`src/rtl/pwm_rom_player.sv`:
```
// pwm_rom_player
// Plays a duty-cycle table stored in an external combinational ROM through
// a PWM output. Each PWM period plays one ROM sample. A run covers addresses
// 0..last_addr, either once or looping.
//
// Ports
//   clk, rst_n            : single clock, asynchronous active-low reset
//   start, stop           : begin a run (accepted in IDLE only) / abort a run
//   loop_en, last_addr,   : run configuration, captured when a run starts
//   prescale                (prescale = clocks per PWM count minus 1)
//   rom_ce, rom_read_en,  : ROM control and address
//   rom_address
//   rom_data              : ROM read data, valid in the same cycle
//   pwm_out               : PWM waveform
//   busy                  : high while loading or running
//   period_tick           : one-cycle pulse at the end of each PWM period
//   done                  : one-cycle pulse after a non-looping run completes
module pwm_rom_player #(
   parameter int DATA_WIDTH     = 8,
   parameter int ADDRESS_WIDTH  = 8,
   parameter int PRESCALE_WIDTH = 16
) (
   input  logic                      clk,
   input  logic                      rst_n,
   input  logic                      start,
   input  logic                      stop,
   input  logic                      loop_en,
   input  logic [ADDRESS_WIDTH-1:0]  last_addr,
   input  logic [PRESCALE_WIDTH-1:0] prescale,
   output logic                      rom_ce,
   output logic                      rom_read_en,
   output logic [ADDRESS_WIDTH-1:0]  rom_address,
   input  logic [DATA_WIDTH-1:0]     rom_data,
   output logic                      pwm_out,
   output logic                      busy,
   output logic                      period_tick,
   output logic                      done
);

   typedef enum logic [1:0] {
      ST_IDLE = 2'd0,
      ST_LOAD = 2'd1,
      ST_RUN  = 2'd2
   } state_t;

   // Counter runs 0..2^DATA_WIDTH-2 so a full-scale duty of all ones keeps
   // the output high for the entire period.
   localparam logic [DATA_WIDTH-1:0]     CNT_MAX  = {{(DATA_WIDTH-1){1'b1}}, 1'b0};
   localparam logic [DATA_WIDTH-1:0]     CNT_ONE  = {{(DATA_WIDTH-1){1'b0}}, 1'b1};
   localparam logic [ADDRESS_WIDTH-1:0]  ADDR_ONE = {{(ADDRESS_WIDTH-1){1'b0}}, 1'b1};
   localparam logic [PRESCALE_WIDTH-1:0] PRE_ONE  = {{(PRESCALE_WIDTH-1){1'b0}}, 1'b1};

   state_t                    state_r;
   state_t                    state_nxt_s;
   logic [ADDRESS_WIDTH-1:0]  play_addr_r;
   logic [DATA_WIDTH-1:0]     duty_r;
   logic [DATA_WIDTH-1:0]     cnt_r;
   logic [PRESCALE_WIDTH-1:0] pre_r;
   logic [ADDRESS_WIDTH-1:0]  last_addr_r;
   logic                      loop_en_r;
   logic [PRESCALE_WIDTH-1:0] prescale_r;
   logic                      done_r;

   logic                      run_s;
   logic                      tick_s;
   logic                      period_end_s;
   logic                      at_last_s;
   logic                      finish_s;
   logic [ADDRESS_WIDTH-1:0]  next_addr_s;

   assign run_s        = (state_r == ST_RUN);
   assign tick_s       = run_s && (pre_r == prescale_r);
   assign period_end_s = tick_s && (cnt_r == CNT_MAX);
   assign at_last_s    = (play_addr_r == last_addr_r);
   assign next_addr_s  = at_last_s ? {ADDRESS_WIDTH{1'b0}} : (play_addr_r + ADDR_ONE);
   assign finish_s     = period_end_s && at_last_s && !loop_en_r;

   // State register.
   always_ff @(posedge clk or negedge rst_n) begin
      if (!rst_n) begin
         state_r <= ST_IDLE;
      end else begin
         state_r <= state_nxt_s;
      end
   end

   // Next-state and output decode; stop outranks both start and period end.
   always_comb begin
      state_nxt_s = state_r;
      rom_ce      = 1'b0;
      rom_read_en = 1'b0;
      rom_address = {ADDRESS_WIDTH{1'b0}};
      busy        = 1'b0;
      case (state_r)
         ST_IDLE: begin
            if (start && !stop) begin
               state_nxt_s = ST_LOAD;
            end else begin
               state_nxt_s = ST_IDLE;
            end
         end
         ST_LOAD: begin
            rom_ce      = 1'b1;
            rom_read_en = 1'b1;
            busy        = 1'b1;
            if (stop) begin
               state_nxt_s = ST_IDLE;
            end else begin
               state_nxt_s = ST_RUN;
            end
         end
         ST_RUN: begin
            rom_ce      = 1'b1;
            rom_read_en = 1'b1;
            busy        = 1'b1;
            // Prefetch: the sample for the next period is on rom_data by the
            // time the current period ends.
            rom_address = next_addr_s;
            if (stop || finish_s) begin
               state_nxt_s = ST_IDLE;
            end else begin
               state_nxt_s = ST_RUN;
            end
         end
         default: begin
            state_nxt_s = ST_IDLE;
         end
      endcase
   end

   // PWM compare and period pulse use registers only, never rom_data.
   assign pwm_out     = run_s && (cnt_r < duty_r);
   assign period_tick = period_end_s;
   assign done        = done_r;

   // Datapath: configuration capture, sample fetch, prescaler and PWM counter.
   always_ff @(posedge clk or negedge rst_n) begin
      if (!rst_n) begin
         play_addr_r <= {ADDRESS_WIDTH{1'b0}};
         duty_r      <= {DATA_WIDTH{1'b0}};
         cnt_r       <= {DATA_WIDTH{1'b0}};
         pre_r       <= {PRESCALE_WIDTH{1'b0}};
         last_addr_r <= {ADDRESS_WIDTH{1'b0}};
         loop_en_r   <= 1'b0;
         prescale_r  <= {PRESCALE_WIDTH{1'b0}};
         done_r      <= 1'b0;
      end else begin
         done_r <= finish_s && !stop;
         case (state_r)
            ST_IDLE: begin
               cnt_r <= {DATA_WIDTH{1'b0}};
               pre_r <= {PRESCALE_WIDTH{1'b0}};
               if (start && !stop) begin
                  last_addr_r <= last_addr;
                  loop_en_r   <= loop_en;
                  prescale_r  <= prescale;
               end else begin
                  last_addr_r <= last_addr_r;
               end
            end
            ST_LOAD: begin
               duty_r      <= rom_data;
               play_addr_r <= {ADDRESS_WIDTH{1'b0}};
               cnt_r       <= {DATA_WIDTH{1'b0}};
               pre_r       <= {PRESCALE_WIDTH{1'b0}};
            end
            ST_RUN: begin
               if (tick_s) begin
                  pre_r <= {PRESCALE_WIDTH{1'b0}};
                  if (cnt_r != CNT_MAX) begin
                     cnt_r <= cnt_r + CNT_ONE;
                  end else begin
                     cnt_r <= {DATA_WIDTH{1'b0}};
                     if (!(at_last_s && !loop_en_r)) begin
                        duty_r      <= rom_data;
                        play_addr_r <= next_addr_s;
                     end else begin
                        duty_r <= duty_r;
                     end
                  end
               end else begin
                  pre_r <= pre_r + PRE_ONE;
               end
            end
            default: begin
               cnt_r <= {DATA_WIDTH{1'b0}};
               pre_r <= {PRESCALE_WIDTH{1'b0}};
            end
         endcase
      end
   end

endmodule

```
`config.mk`:
```
export PLATFORM = sky130hd
export DESIGN_NAME = pwm_rom_player
export DESIGN_NICKNAME = d
export VERILOG_FILES = /design/src/rtl/pwm_rom_player.sv
export SDC_FILE = /design/constraint.sdc
export NUM_CORES = 1
export LEC_CHECK = 0
export ABC_AREA = 1
export BUFFER_PORTS_ARGS = -buffer_cell sky130_fd_sc_hd__buf_2
export CORE_MARGIN = 10
export CORE_UTILIZATION = 52
export DETAILED_ROUTE_END_ITERATION = 10
export HOLD_SLACK_MARGIN = 0.12
export PLACE_DENSITY = 0.77
export SLEW_MARGIN = 20
export SYNTH_ARGS = -nofsm -noshare
export SYNTH_HDL_FRONTEND = slang
export SYNTH_SLANG_ARGS = --single-unit
```
`constraint.sdc`:
```
create_clock -name clk -period 1.5 [get_ports clk]
set_input_delay 0.075 -clock clk [delete_from_list [all_inputs] [get_ports clk]]
set_output_delay 0.075 -clock clk [all_outputs]
set_load 0.03 [all_outputs]
```
# Yosys cells after proc, flatten, opt, wreduce, memory -nomap -nowiden
# Cells that the tools add are included.
op_classes:
  add_sub_neg: 3
  mul: 0
  div_mod_pow: 0
  magnitude_cmp: 1
  eq_ne: 9
  n_shift: 0
  muxes: 20
  bitwise: 0
  reduce_logical: 16
op_table:
  columns: ["op", "count"]
  rows:
  - ["8-bit two-way mux", 11]
  - ["16-bit two-way mux", 2]
  - ["8-bit case mux with 2 select lines", 2]
  - ["16-bit by 1-bit adder with 16-bit output (second input constant)", 1]
  - ["8-bit by 1-bit adder with 8-bit output (second input constant)", 2]
  - ["16-bit == test", 1]
  - ["8-bit == test", 1]
  - ["8-bit == test (second input constant)", 1]
  - ["1-bit logical AND", 8]
  - ["8-bit less-than comparator", 1]
  - ["8-bit != test (second input constant)", 1]
  - ["2-bit case mux with 3 select lines", 1]
  - ["2-bit two-way mux", 2]
  - ["2-bit != test (second input constant)", 2]
  - ["4-bit AND reduction", 1]
  - ["2-bit by 1-bit == test with 1-bit output (second input constant)", 1]
  - ["2-bit == test (second input constant)", 1]
  - ["1-bit zero test", 2]
  - ["2-bit zero test", 1]
  - ["1-bit two-way mux", 2]
  - ["2-bit by 1-bit != test with 1-bit output (second input constant)", 1]
  - ["2-bit AND reduction", 1]
  - ["2-bit nonzero test", 1]
  - ["2-bit OR reduction", 1]
  - ["1-bit logical OR", 1]
totals:
  regBits: 68
  latch_bits: 0
  ramBits: 0
  romBits: 0
  in_bits: 37
  output_inout_bits: 14
  elab_cells: 58
  memories: 0

# Longest topological paths before layout
# Gate-level depths: netlist of the first run.
depth:
  depth_word: 8
  depth_mapped: 12

# Worst setup path after synthesis of the first run
# OpenSTA, ideal clock, no wires.
synth_path:
  kind: "flip-flop to flip-flop"
  startpoint: "register state_r[0]"
  endpoint: "register play_addr_r[1]"
  setup_ns: 0.068
  arrival_ns: 1.744
  required_ns: 1.432
  path_slack_ns: -0.312
  path_stages_with_launch: 8
  n_path_buf: 1
  period_less_slack_ns: 1.812
  cell_sequence: "dfrtp_1 -> inv_1 -> ha_1 -> clkbuf_1 -> nand2_1 -> nor2_1 -> nand4_1 -> nand2_1"
synth_via:
  elab_chain_len: 4
  elab_cells_between_ends: 9
  classes_between: "eq/ne: 5; mux: 1; reduce/logical: 3"
synth_lines:
  columns: ["item", "line", "source"]
  rows:
  - ["start: declaration", "53", "state_t state_r;"]
  - ["start signal: assignment", "83", "state_r <= state_nxt_s;"]
  - ["2-bit == test", "71, 149", null]
  - ["1-bit logical AND", "72", "assign tick_s = run_s && (pre_r == prescale_r);"]
  - ["2-bit by 1-bit != test with 1-bit output (no line)", null, null]
  - ["4-bit AND reduction (no line)", null, null]
  - ["end signal: assignment", "139", "play_addr_r <= {ADDRESS_WIDTH{1'b0}};"]
  - ["end signal: assignment", "163", "play_addr_r <= {ADDRESS_WIDTH{1'b0}};"]
  - ["end signal: assignment", "176", "play_addr_r <= next_addr_s;"]
  - ["end: declaration", "55", "logic [ADDRESS_WIDTH-1:0] play_addr_r;"]
# Several ways; a longest one is shown, not always the timed one.
# A chain may end at the register's enable or synchronous reset.

# Final worst setup path of the first run
layout_path:
  startpoint: "register prescale_r[10]"
  endpoint: "register pre_r[13]"
layout_via:
  elab_chain_len: 4
layout_lines:
  columns: ["item", "line", "source"]
  rows:
  - ["start: declaration", "61", "logic [PRESCALE_WIDTH-1:0] prescale_r;"]
  - ["start signal: assignment", "145", "prescale_r <= {PRESCALE_WIDTH{1'b0}};"]
  - ["start signal: assignment", "156", "prescale_r <= prescale;"]
  - ["16-bit == test", "72", null]
  - ["1-bit logical AND", "72", null]
  - ["16-bit two-way mux", "168", "if (tick_s) begin"]
  - ["16-bit two-way mux", "149", "case (state_r)"]
  - ["end signal: assignment", "152", "pre_r <= {PRESCALE_WIDTH{1'b0}};"]
  - ["end signal: assignment", "165", "pre_r <= {PRESCALE_WIDTH{1'b0}};"]
  - ["end signal: assignment", "169", "pre_r <= {PRESCALE_WIDTH{1'b0}};"]
  - ["end: declaration", "58", "logic [PRESCALE_WIDTH-1:0] pre_r;"]
# Every way passes these cells.

==> results of run 1 <==
[sequential cells by signal, summed over array words and instances (netlist names)]
signal and cells:
play_addr_r 8, pre_r 16, prescale_r 16, state_r 2
cnt_r 8, last_addr_r 8, done 1, duty_r 8
loop_en_r 1
[Yosys cell counts, types with 7 or more instances]
cell	number	area, µm²
nand2_1	127	477
inv_1	76	285
dfrtp_1	68	1700
buf_2	7	35.0
o21ai_0	12	60.1
a21oi_1	26	130
nand4_1	21	131
nand3_1	16	80.1
nor2_1	56	210
xor2_1	8	70.1
ha_1	15	188
xnor2_1	8	70.1
[kinds of logic after synthesis]
| family | synth area share, % |
|---|---|
| simple gates | 26.7 |
| buf+inv | 10.8 |
| flops | 44.7 |
| compound gates | 7.46 |
| xor+xnor | 3.68 |
| fa+ha+maj | 4.93 |
| mux | 1.77 |
[final timing paths]
| path | from | to | slack [ns] | cells past startpoint |
|---|---|---|---|---|
| setup / recovery | prescale_r[10] | pre_r[13] | -0.69 | 11 |
| hold / removal | rst_n | duty_r[3] | 0.20 | 2 |
| setup reg to reg | prescale_r[10] | pre_r[13] | -0.69 | 11 |
| hold reg to reg | duty_r[3] | duty_r[3] | 0.52 | 2 |
| max in group asynchronous | rst_n | cnt_r[2] | 0.77 | 3 |
| min in group clk | start | state_r[0] | 0.20 | 4 |
[power by group through the flow]
stage          Combinational [mW]  Sequential, mW  Clock [mW]
6_report                     1.59            2.26        1.69
5_1_grt                      1.69            2.27        1.72
4_1_cts                      1.21            2.20        1.61
3_5_place_dp                 1.03            2.22           0
3_3_place_gp                0.985            2.21           0
2_1_floorplan               0.652            2.19           0
[final cells by class]
cell class	instances	area, µm²
timing repair buffer	189	1600
tap	99	124
clock inverter	5	58.8
fill	312	1030
inverter	79	302
sequential	68	1700
clock buffer	11	151
multi-input combinational	325	2190
timing repair inverter	1	7.51
[per-layer routing]
layer / part of all wire [%] / wire length [µm]
met1: 33 / 5830
met2: 47 / 8270
met3: 11 / 1950
met4: 9.3 / 1650
met5: 0 / 0
[per-stage QoR]
step                setup WS (ns)  area, µm²  TNS (ns)  total power, mW
finish                     -0.693       6140    -28.72             5.54
floorplan                -0.00813       3880  -0.00813             2.84
CTS                        -0.324       5770     -8.79             5.01
global route               -0.760       6140    -31.30             5.68
detailed placement         -0.163       4770     -3.37             3.25
global placement          -0.0453       4770    -0.769             3.20
[repair_timing]
| action | CTS | global route |
|---|---|---|
| hold buffers | 35 | 0 |
| resized for setup | 85 | 77 |
| gates cloned | 3 | 2 |
| pin swaps | 23 | 28 |
| buffers inserted | 12 | 14 |
| endpoints found under the setup margin | 52 | 78 |
| hold endpoints to repair | 103 | 0 |
==> run summary, run 1 <==
PWR
---------------------------------------------------------------------------------------
Switching share of power                                                          34.8%
Standby leakage power                                                           3.08 nW
Relative contribution of sequential cells to total power                          40.8%
Total power density per cell area                                            902 nW/µm²
Worst VDD drop                                                                 0.852 mV
Internal power                                                                  3.61 mW
Share of total power in combinational logic                                       28.7%
Power spent charging and discharging nets                                       1.93 mW
Clk pwr share                                                                     30.6%

CRITICAL PATH
---------------------------------------------------------------------------------------
Worst Path Buf+Inv                                                                    3
Largest delay share family, worst path                                     simple AND/OR/NAND/NOR gates
Most repeated library cell on the critical path                                 nand2_1
Critical path data arrival time                                                 2.44 ns
Slowest Stage Delay on Critical Path                                            0.42 ns
Critical path's slowest cell                                                    dfrtp_1
Nature of the critical path startpoint                                        flip-flop
Type of the worst setup path                                               flip-flop to flip-flop
Critical Path Sink Type                                                       flip-flop
Chain of cells forming the critical path                                   inv_1 -> nand2_1 -> nand2_1 -> nor2_1 -> nand2_1 -> nor2_4 -> nand2_4 -> nand2_8 -> clkinvlp_4 -> o211ai_1 -> inv_1
Critical Path Fanout Max                                                              7
Worst path required time                                                        1.75 ns

STA
---------------------------------------------------------------------------------------
Fmax                                                                            456 MHz
Worst setup skew after layout                                                 0.0156 ns
Worst max-slew margin expressed relative to the limit                             68.2%
Worst Hold Margin                                                              0.198 ns
Final hold violation count                                                            0
Setup repair after global routing missed its margin                                true
PnR worst setup slack                                                         -0.693 ns
Final count of negative-setup-slack endpoints                                        72
Minimum clock period after layout                                               2.19 ns
Part of the cycle the worst path needs                                             146%
Transition time of the tightest slew-check pin                                 0.477 ns
Slew Limit Fails                                                                      0

LOGIC SYNTHESIS
---------------------------------------------------------------------------------------
Predominant post-synthesis flop cell                                            dfrtp_1
Seq/Total Area, Yosys                                                             44.7%
Mean area per synthesized cell                                                 7.80 µm²
Cells after synthesis                                                               488
Warnings, synthesis                                                                   0
Distinct cells, synth                                                                35
Number of enable-type register cells in the synthesized netlist                       0
Fraction of registers with async set/reset                                         100%
Cell area after technology mapping                                             3810 µm²
Post-synthesis sequential element count                                              68
Post-synthesis net count                                                            540

GRT
---------------------------------------------------------------------------------------
Routing layer with the top usage in global route                                   met2
Maximum number of pins on one net before global-route repair                         32
Wire length of the first global-routing pass                                    21.7 mm
Met1 global-route usage                                                           25.1%
Number of global-route vias before repair                                          4542
Total routing resource utilization after global routing                           23.9%
Antenna violations before repair                                                      0
Met2 GRT Util                                                                     43.7%
Overflow left after global routing                                                    0
GR Layer Usage met3                                                               4.38%

CLOCK NETWORK
---------------------------------------------------------------------------------------
Number of clock sinks seen by CTS                                                    68
CTS clock-pin slew for the worst setup and hold paths                           0.08 ns
Maximum level of the CTS H-tree                                                       3
TritonCTS clock tree                                                              built
TritonCTS Buffers                                                                     9
Root buffer selected by CTS                                                    clkbuf_8
Clock latency on the worst-skew pair                                            0.38 ns
CTS Buffer Depth                                                                      2

FLOORPLANNING
---------------------------------------------------------------------------------------
Total number of placement rows                                                       31
Starting density of the core                                                      53.1%
Number of top-level design ports                                                     51
Total Die Area                                                                11100 µm²
Chip width                                                                       106 µm
Chip height                                                                      106 µm
Core ar.                                                                       7180 µm²

FINAL LAYOUT
---------------------------------------------------------------------------------------
Leading cell type in the layout, fill and taps excluded                         nand2_1
Antenna cell count                                                                    0
Top library cells by usage in the layout, fill and taps aside              nand2_1, buf_4, dfrtp_1
Area Overhead vs Synth                                                            61.3%
Layout cells sized above 1                                                        42.0%
Number of nets in the final layout                                                  725
Post-layout utilization of the core                                               85.6%
Final cell count without fillers                                                    777

RUN STATUS
---------------------------------------------------------------------------------------
Violated checks                                                            setup timing
Run status                                                                 complete, but fails checks

ROUTING
---------------------------------------------------------------------------------------
Wirelength, routed                                                              17.7 mm
Via count                                                                          4826
Final routed wire length divided by cell count                                  22.8 µm
Routed Antenna Nets                                                                   0
Number of DRC violations after detailed routing                                       0
Detail-routed via count per cell                                                   6.21
TritonRoute pass-1 iters                                                              6
Number of violations reported at the end of detailed-routing iteration 0            608

PLACE
---------------------------------------------------------------------------------------
Count of input and output buffers                                                    50
Hpwl dp                                                                         7.10 mm
Placed cells                                                                        697
Final Wtd Congestion                                                              0.842

WORST HOLD PATH
---------------------------------------------------------------------------------------
Worst hold path class                                                      input pin to async pin

JOB
---------------------------------------------------------------------------------------
Number of max-cap violations                                                          0

Note: power is estimated with default switching activity, not from simulation.
==> run 2, diff against run 1 <==
- BUFFER_PORTS_ARGS: -buffer_cell sky130_fd_sc_hd__buf_2 -> default
- CORE_UTILIZATION: 52 -> 55
- DONT_BUFFER_PORTS: default -> 1
- PLACE_DENSITY: 0.77 -> 0.74
==> run 2 against run 1 <==
  * Sequential power about the same
  * Power decreased by 3.7%
  * Worst setup slack improved by 0.17 ns
  * Critical path depth down 1
  * Sequential cell count did not move
  * The flow finishes with violations (hold timing, setup timing)
  * Clock power decreased by 9%
  * Cell area shrank 0.77%
  * Maximum frequency rose by 8.4%
  * Via count shrank 7.8%
  * Wire length fell by 6.7%
  * Worst hold slack got worse by 0.83 ns
==> run summary, run 2 (same netlist as run 1, synthesis figures left out) <==
FINAL LAYOUT
---------------------------------------------------------------------------------------
Number of nets in the final layout                                                  695
Layout cells sized above 1                                                        41.1%
Area Overhead vs Synth                                                            60.1%
Top library cells by usage in the layout, fill and taps aside              nand2_1, buf_4, dfrtp_1
Top Registers                                                              pre_r: 16 flops, prescale_r: 16 flops
Antenna cell count                                                                    0
Leading cell type in the layout, fill and taps excluded                         nand2_1
Layout Cell Area excl Fill                                                     6090 µm²

PLACE
---------------------------------------------------------------------------------------
Count of input and output buffers                                                     0
Final Wtd Congestion                                                              0.852
Area post-placement                                                            4570 µm²
Hpwl dp                                                                         6.65 mm

ROUTING
---------------------------------------------------------------------------------------
Routed Antenna Nets                                                                   0
TritonRoute pass-1 iters                                                              7
Wirelength, routed                                                              16.5 mm
Number of violations reported at the end of detailed-routing iteration 0            380
Final routed wire length divided by cell count                                  22.7 µm
Via count                                                                          4450
Number of DRC violations after detailed routing                                       0
Detail-routed via count per cell                                                   6.12

CRITICAL PATH
---------------------------------------------------------------------------------------
Most repeated library cell on the critical path                                 nand2_1
Critical path's slowest cell                                                    dfrtp_1
Worst Path Buf+Inv                                                                    3
Critical Path Sink Type                                                      output pin
Nature of the critical path startpoint                                        flip-flop
Largest delay share family, worst path                                     simple AND/OR/NAND/NOR gates
Type of the worst setup path                                               flip-flop to output pin
Critical Path Fanout Max                                                              3
Slowest Stage Delay on Critical Path                                            0.40 ns
Critical path data arrival time                                                 1.95 ns
Worst path required time                                                        1.42 ns
Chain of cells forming the critical path                                   inv_1 -> nand2_1 -> nand2_1 -> nor2_1 -> nand2_1 -> nor2_2 -> buf_4 -> nand3_4 -> nor2_4 -> buf_6

GRT
---------------------------------------------------------------------------------------
Number of global-route vias before repair                                          4077
Overflow left after global routing                                                    0
Total routing resource utilization after global routing                           24.3%
Wire length of the first global-routing pass                                    20.0 mm
Antenna violations before repair                                                      0
Maximum number of pins on one net before global-route repair                         69

CLOCK NETWORK
---------------------------------------------------------------------------------------
Clock latency on the worst-skew pair                                            0.38 ns
TritonCTS Buffers                                                                     9
CTS Buffer Depth                                                                      2
Root buffer selected by CTS                                                    clkbuf_8
Maximum level of the CTS H-tree                                                       3
Number of clock sinks seen by CTS                                                    68
CTS clock-pin slew for the worst setup and hold paths                           0.10 ns
Hold buffers post-CTS                                                                35
TritonCTS clock tree                                                              built

STA
---------------------------------------------------------------------------------------
Worst setup skew after layout                                                 0.0290 ns
Worst max-slew margin expressed relative to the limit                             76.8%
Setup repair after global routing missed its margin                                true
PnR worst setup slack                                                         -0.522 ns
Minimum clock period after layout                                               2.02 ns
Worst Hold Margin                                                             -0.630 ns
Part of the cycle the worst path needs                                             135%
Fmax                                                                            494 MHz
Final count of negative-setup-slack endpoints                                        71
Final hold violation count                                                           68
Transition time of the tightest slew-check pin                                 0.348 ns
Slew Limit Fails                                                                      0

FLOORPLANNING
---------------------------------------------------------------------------------------
Core ar.                                                                       6760 µm²
Chip width                                                                       103 µm
Total Die Area                                                                10700 µm²
Number of top-level design ports                                                     51
Chip height                                                                      103 µm
Starting density of the core                                                      56.4%
Total number of placement rows                                                       30

PWR
---------------------------------------------------------------------------------------
Post-layout power                                                               5.34 mW
Standby leakage power                                                           2.94 nW
Total power density per cell area                                            876 nW/µm²
Clk pwr share                                                                     28.8%
Internal power                                                                  3.58 mW
Switching share of power                                                          33.0%
Relative contribution of sequential cells to total power                          41.9%
Power spent charging and discharging nets                                       1.76 mW
Worst VDD drop                                                                 0.643 mV
Share of total power in combinational logic                                       29.4%

JOB
---------------------------------------------------------------------------------------
Number of max-cap violations                                                          0

RUN STATUS
---------------------------------------------------------------------------------------
Run status                                                                 complete, but fails checks
Violated checks                                                            hold timing, setup timing

WORST HOLD PATH
---------------------------------------------------------------------------------------
Worst hold path class                                                      input pin to async pin

[run 2: final cells by class]
type | count | area (µm²)
clock buffers | 14 | 183
clock inverters | 1 | 5.00
fillers | 262 | 662
inverters | 79 | 304
multi-input cells | 325 | 2270
flip-flops and latches | 68 | 1700
well taps | 80 | 100
repair buffers | 159 | 1520
repair inverters | 1 | 7.51
[run 2: layer usage]
layer  vias up  GRT usage [%]  part of all wire [%]  wire [µm]
li1       1844              -                     -          -
met1      2094           27.6                    35       5750
met2       375           40.9                    47       7780
met3       137           5.32                    10       1710
met4         0           15.2                   7.7       1270
met5         -              0                     0          0
[run 2: worst paths after layout]
check / from / endpoint / slack, ns / cells past startpoint
max: pre_r[10] / period_tick / -0.52 / 10
min: rst_n / play_addr_r[4] / -0.63 / 0
max reg2reg: pre_r[8] / pre_r[12] / -0.49 / 12
min reg2reg: duty_r[1] / duty_r[1] / 0.48 / 2
max in group asynchronous: rst_n / pre_r[5] / 1.98 / 0
min in group clk: last_addr[6] / last_addr_r[6] / 0.39 / 2
[run 2: worst register-to-register path: stages, from the launching register on]
cell        delay (ns)
dfrtp_1           0.46
inv_1             0.12
nand2_1           0.10
nand2_1           0.07
nor2_2            0.17
nand2_4           0.09
nor2_4            0.10
buf_6             0.11
nand2_4           0.08
nand2_8           0.14
clkinvlp_4        0.22
o211ai_1          0.14
inv_1             0.08
[run 2: timing repair]
action | 4_1_cts | 5_1_grt
cloned | 4 | 1
resized for setup | 69 | 108
buffers inserted | 17 | 15
pin swaps | 32 | 34
endpoints found under the setup margin | 51 | 80
endpoints found under the hold margin | 104 | 68
[run 2: through the flow]
step | setup WS, ns | instances | TNS (ns) | util (%)
6_report | -0.522 | 727 | -23.04 | 90.2
5_1_grt | -0.608 | 727 | -27.62 | 90.2
4_1_cts | -0.336 | 712 | -8.60 | 82.7
3_5_place_dp | -0.145 | 641 | -3.25 | 67.6
3_3_place_gp | -0.0626 | 641 | -0.687 | 67.6
2_1_floorplan | -0.00813 | 488 | -0.00813 | -
[run 2: power by group through the flow]
| stage | Sequential [mW] | Clock [mW] | Combinational [mW] |
|---|---|---|---|
| 6_report | 2.24 | 1.53 | 1.57 |
| 5_1_grt | 2.26 | 1.60 | 1.67 |
| 4_1_cts | 2.19 | 1.47 | 1.18 |
| 3_5_place_dp | 2.22 | 0 | 0.943 |
| 3_3_place_gp | 2.21 | 0 | 0.906 |
| 2_1_floorplan | 2.19 | 0 | 0.652 |
